File: src/rtl/reg_file_sb_pkg.sv
// Shared defaults and index type for the register file and its hazard scoreboard.
package reg_file_sb_pkg;

  localparam int DEF_DATA_W = 32;
  localparam int DEF_ADDR_W = 5;
  localparam int DEF_NUM_RD = 2;

  typedef logic [DEF_ADDR_W-1:0] reg_idx_t;

  localparam reg_idx_t ZERO_REG = '0;

endpackage

File: src/rtl/reg_scoreboard.sv
// Per-register pending-write bits with a registered population count.
module reg_scoreboard
  import reg_file_sb_pkg::*;
#(
  parameter int ADDR_W = DEF_ADDR_W
) (
  input  logic                  clk,
  input  logic                  rst_n,
  input  logic                  iss_valid,
  input  logic [ADDR_W-1:0]     iss_addr,
  input  logic                  we,
  input  logic [ADDR_W-1:0]     wr_addr,
  output logic [2**ADDR_W-1:0]  busy,
  output logic [ADDR_W:0]       busy_cnt
);

  localparam int unsigned NREGS = 2**ADDR_W;

  logic [NREGS-1:0] busy_nxt;
  logic [ADDR_W:0]  cnt_nxt;

  // Clear is applied before set so a same-index issue wins over the write.
  always_comb begin
    busy_nxt = busy;
    if (we && (wr_addr != '0))
      busy_nxt[wr_addr] = 1'b0;
    if (iss_valid && (iss_addr != '0))
      busy_nxt[iss_addr] = 1'b1;
    busy_nxt[0] = 1'b0;
  end

  always_comb begin
    cnt_nxt = '0;
    for (int unsigned i = 0; i < NREGS; i++)
      cnt_nxt = cnt_nxt + {{ADDR_W{1'b0}}, busy_nxt[i]};
  end

  always_ff @(posedge clk or negedge rst_n) begin
    if (!rst_n) begin
      busy     <= '0;
      busy_cnt <= '0;
    end else begin
      busy     <= busy_nxt;
      busy_cnt <= cnt_nxt;
    end
  end

endmodule

File: src/rtl/reg_file_sb.sv
// Multi-read-port register file with hazard scoreboard; r0 hardwired to zero.
// Optional same-cycle write-to-read forwarding with REG_FILE_BYPASS_EN.
module reg_file_sb
  import reg_file_sb_pkg::*;
#(
  parameter int DATA_W = DEF_DATA_W,
  parameter int ADDR_W = DEF_ADDR_W,
  parameter int NUM_RD = DEF_NUM_RD
) (
  input  logic                     clk,
  input  logic                     rst_n,
  input  logic [NUM_RD*ADDR_W-1:0] rd_addr,
  output logic [NUM_RD*DATA_W-1:0] rd_data,
  output logic [NUM_RD-1:0]        rd_busy,
  input  logic                     we,
  input  logic [ADDR_W-1:0]        wr_addr,
  input  logic [DATA_W-1:0]        wr_data,
  input  logic                     iss_valid,
  input  logic [ADDR_W-1:0]        iss_addr,
  output logic [ADDR_W:0]          busy_cnt
);

  localparam int unsigned NREGS = 2**ADDR_W;

  logic [DATA_W-1:0] mem [NREGS];
  logic [NREGS-1:0]  busy;
  logic [ADDR_W-1:0] ra;

  reg_scoreboard #(.ADDR_W(ADDR_W)) u_sb (
    .clk       (clk),
    .rst_n     (rst_n),
    .iss_valid (iss_valid),
    .iss_addr  (iss_addr),
    .we        (we),
    .wr_addr   (wr_addr),
    .busy      (busy),
    .busy_cnt  (busy_cnt)
  );

  always_ff @(posedge clk or negedge rst_n) begin
    if (!rst_n) begin
      for (int unsigned i = 0; i < NREGS; i++)
        mem[i] <= '0;
    end else if (we && (wr_addr != '0)) begin
      mem[wr_addr] <= wr_data;
    end
  end

  always_comb begin
    rd_data = '0;
    rd_busy = '0;
    ra      = '0;
    for (int unsigned i = 0; i < NUM_RD; i++) begin
      ra = rd_addr[i*ADDR_W +: ADDR_W];
      if (ra != '0) begin
        rd_data[i*DATA_W +: DATA_W] = mem[ra];
        rd_busy[i]                  = busy[ra];
`ifdef REG_FILE_BYPASS_EN
        // Forwarded write completes the pending op unless it is re-issued now.
        if (rst_n && we && (ra == wr_addr)) begin
          rd_data[i*DATA_W +: DATA_W] = wr_data;
          rd_busy[i]                  = iss_valid && (iss_addr == wr_addr);
        end
`endif
      end
    end
  end

endmodule

File: config.mk
export PLATFORM = sky130hd
export DESIGN_NAME = reg_file_sb
export DESIGN_NICKNAME = d
export VERILOG_FILES = /design/src/rtl/reg_file_sb_pkg.sv /design/src/rtl/reg_scoreboard.sv /design/src/rtl/reg_file_sb.sv
export SDC_FILE = /design/constraint.sdc
export NUM_CORES = 2
export LEC_CHECK = 0
export CAP_MARGIN = 30
export CORE_MARGIN = 3
export CORE_UTILIZATION = 40
export CTS_CLUSTER_SIZE = 40
export DETAILED_ROUTE_END_ITERATION = 10
export GPL_TIMING_DRIVEN = 1
export PLACE_DENSITY = 0.61
export RECOVER_POWER = 50
export SYNTH_ARGS = -nofsm -noshare
export SYNTH_HDL_FRONTEND = slang
export SYNTH_SLANG_ARGS = --single-unit
File: constraint.sdc
create_clock -name clk -period 14.1 [get_ports clk]
set_input_delay 2.82 -clock clk [delete_from_list [all_inputs] [get_ports clk]]
set_output_delay 2.82 -clock clk [all_outputs]
set_load 0.05 [all_outputs]
==> results.ini <==
[sta]
hold_violations = 0
fin_ws_ps = 2571
final-setup-viol-count = 0
final.setup.tns_ps = 0
rsz0062_at_grt = no
finalCritPeriodShare_pct = 81.77
min_period_ps = 11530
skew_ps = 4.415
relSlewSlack_pct = -266.0
tightest_slew_ps = 5490
slew_violations = 833
clock.fmax_ghz = 0.08674

[clock_tree]
holdBufCountCts = 0
htreeDepth = 3
cts_repair_resize_count = 0
post_cts_buffers = 0
cts_buffers = 115
clock-sinks = 1061
cts_tree = done
clk_latency_ps = 720
cts_root_buffer = clkbuf_16
cts_buffer_depth = 3
clk_pin_slew_ps = 60

[grt]
first_global_vias = 37750
antenna_found_initial = 11
grt_use_total_pct = 25.56
grt_max_degree = 184
grt_remaining_overflow = 0
grt_pass1_wl_mm = 274.1

[floorplanning]
die_x_um = 384.2
core_um2 = 141800
die_y_um = 384.2
num_rows = 138
start_util_pct = 40.36
die_area_um2 = 147600
ios = 128

[power_and_ir_drop]
p_leak_nw = 27.25
power_density_nw_per_um2 = 160.6
ir_drop_mv = 0.8728

[yosys]
synth_top_area_share_pct = 46.41
synth-seq-cells = 1061
synth.distinct_cells = 46
synth_ff_type = dfrtp_1
synthTopCellsByCount = 1061 x dfrtp_1, 1020 x mux2_2, 460 x mux4_2
async_flop_share_pct = 100.0
syn_area_per_cell_um2 = 14.77
synth_edf_count = 0
synth_most_common_cell = dfrtp_1
ys_warn_count = 0
synth_area_leaders = dfrtp_1 46%, mux2_2 20%, mux4_2 18%, mux2i_1 2.3%, buf_2 1.4%
syn-cell-area_um2 = 57210
syn_inst = 3873
synth_top_area_cell = dfrtp_1
yosysSeqAreaShare_pct = 46.41
synth.net_count = 3961

[route]
via_per_inst = 6.386
ant_nets = 0
drc = 0
wl_mm = 188.6
firstDrtPassIters = 5
first_iter_violations = 3700
routedWlPerCell_um = 32.66
vias = 36870

[worst_hold_path]
hold_class = flop to flop

[layout]
syn_to_final_growth_pct = 12.25
layout-drive-gt1-share_pct = 46.97
nets = 3872
fin_util_pct = 45.30
stdcell_area_um2 = 64220

[placement]
port_buffers = 127
pre_cts_slack_ps = 3979
post_dp_cell_area_um2 = 60210
place.gp.congestion = 0.7922
hpwlAfterDp_mm = 104.8

[job]
drv_cap = 20

[outcome]
outcome = finished, violations left
violations = max-capacitance violations, max-slew violations

[worst_setup_path]
worstSetupPathType = primary input to flop
end_kind = flop
cp.required_ps = 14700
cp.arrival_ps = 12130
crit_path_start_kind = primary input
crit_fanout = 34

## registers in the layout, summed over array words and instances (netlist names)
name	cells
mem	1024
u_sb.busy_cnt	6
u_sb.busy	31
## stage by stage
stage | power (mW) | hold slack (ps) | instances
after floorplan | 6.300 | 441.3 | 3873
after global placement | 7.042 | 376.4 | 5530
after detailed placement | 7.116 | 382.7 | 5552
after CTS | 10.39 | 396.8 | 5766
after global routing | 10.86 | 409.8 | 5771
final | 10.31 | 393.8 | 5774
## layer usage
| layer | vias up | track usage, % | share of wire, % | routed length, um |
|---|---|---|---|---|
| met4 | 4 | 8.438 | 3.3 | 6277 |
| li1 | 14800 | - | - | - |
| met5 | - | 0 | 0.013 | 25 |
| met1 | 20190 | 36.40 | 43 | 81060 |
| met3 | 326 | 5.216 | 8.1 | 15350 |
| met2 | 1555 | 39.15 | 46 | 85900 |
## power breakdown
group          leakage [nW]  switching, mW  internal (mW)
Combinational          11.7           1.39           1.60
Clock                  2.00           1.30           1.94
Sequential             13.6          0.424           3.66
Total                  27.3           3.11           7.20
## path summary, 6_finish.rpt
check / end / start / cells after the start / slack, ps
worst max-delay path: u_sb.busy_cnt[4] / wr_addr[3] / 22 / 2570
worst max register to register: u_sb.busy_cnt[4] / u_sb.busy[2] / 19 / 8910
min in group asynchronous: mem[236] / rst_n / 1 / 4120
max in group asynchronous: mem[96] / rst_n / 3 / 3990
worst min register to register: mem[1020] / mem[1020] / 0 / 390
worst min-delay path: mem[1020] / mem[1020] / 0 / 390
## placed cells by master, fill, tap and decap left out, types with 11 or more instances in the layout
| cell | Yosys | final |
|---|---|---|
| mux4_2 | 460 | 460 |
| clkinv_2 | 0 | 27 |
| a211oi_1 | 64 | 64 |
| nand2_1 | 74 | 61 |
| clkbuf_8 | 0 | 28 |
| clkbuf_16 | 0 | 120 |
| a221oi_1 | 47 | 47 |
| o2111ai_1 | 19 | 19 |
| mux2_1 | 40 | 40 |
| bufinv_16 | 0 | 14 |
| a22o_1 | 24 | 24 |
| o21ai_0 | 109 | 109 |
| buf_8 | 0 | 11 |
| buf_4 | 50 | 64 |
| dfrtp_1 | 1061 | 1061 |
| a311oi_1 | 66 | 66 |
| inv_1 | 40 | 38 |
| nor2b_1 | 71 | 67 |
| nor2_1 | 24 | 18 |
| mux2i_1 | 130 | 130 |
| a22oi_1 | 83 | 83 |
| fa_1 | 23 | 23 |
| buf_16 | 0 | 15 |
| clkdlybuf4s50_1 | 0 | 114 |
| clkbuf_1 | 216 | 32 |
| mux2_2 | 1020 | 1020 |
## kinds of logic after synthesis
family | synth area share (%)
AOI/OAI and AO/OA | 5.516
muxes | 41.25
adders and majority gates | 1.002
DFF | 46.41
and+or+nand+nor | 1.892
xor gates and xnor gates | 0.04594
buffers and inverters | 3.886
## cell type report
class / count / area, um2
multi-input combinational: 2330 / 28620
timing repair buffer: 236 / 2466
clock buffer: 165 / 3431
antenna: 3 / 7.507
sequential: 1061 / 26550
fill: 12430 / 77540
clock inverter: 49 / 618.1
tap: 1890 / 2365
inverter: 40 / 155.1
## worst max-delay path, stage by stage
cell           delay (ps)
dlygate4sd3_1         690
nand2b_1              220
nor2_1                150
nand2_2                80
clkbuf_1             2930
a22oi_1               700
fa_1                  820
inv_1                  50
fa_1                  480
fa_1                  510
fa_1                  500
inv_1                  50
fa_1                  470
inv_1                  50
fa_1                  510
ha_1                  170
inv_1                  70
fa_1                  460
inv_1                  70
a21o_1                100
a21oi_1                70
xnor2_1               130
No activity file was read; power rests on OpenSTA's default activity.
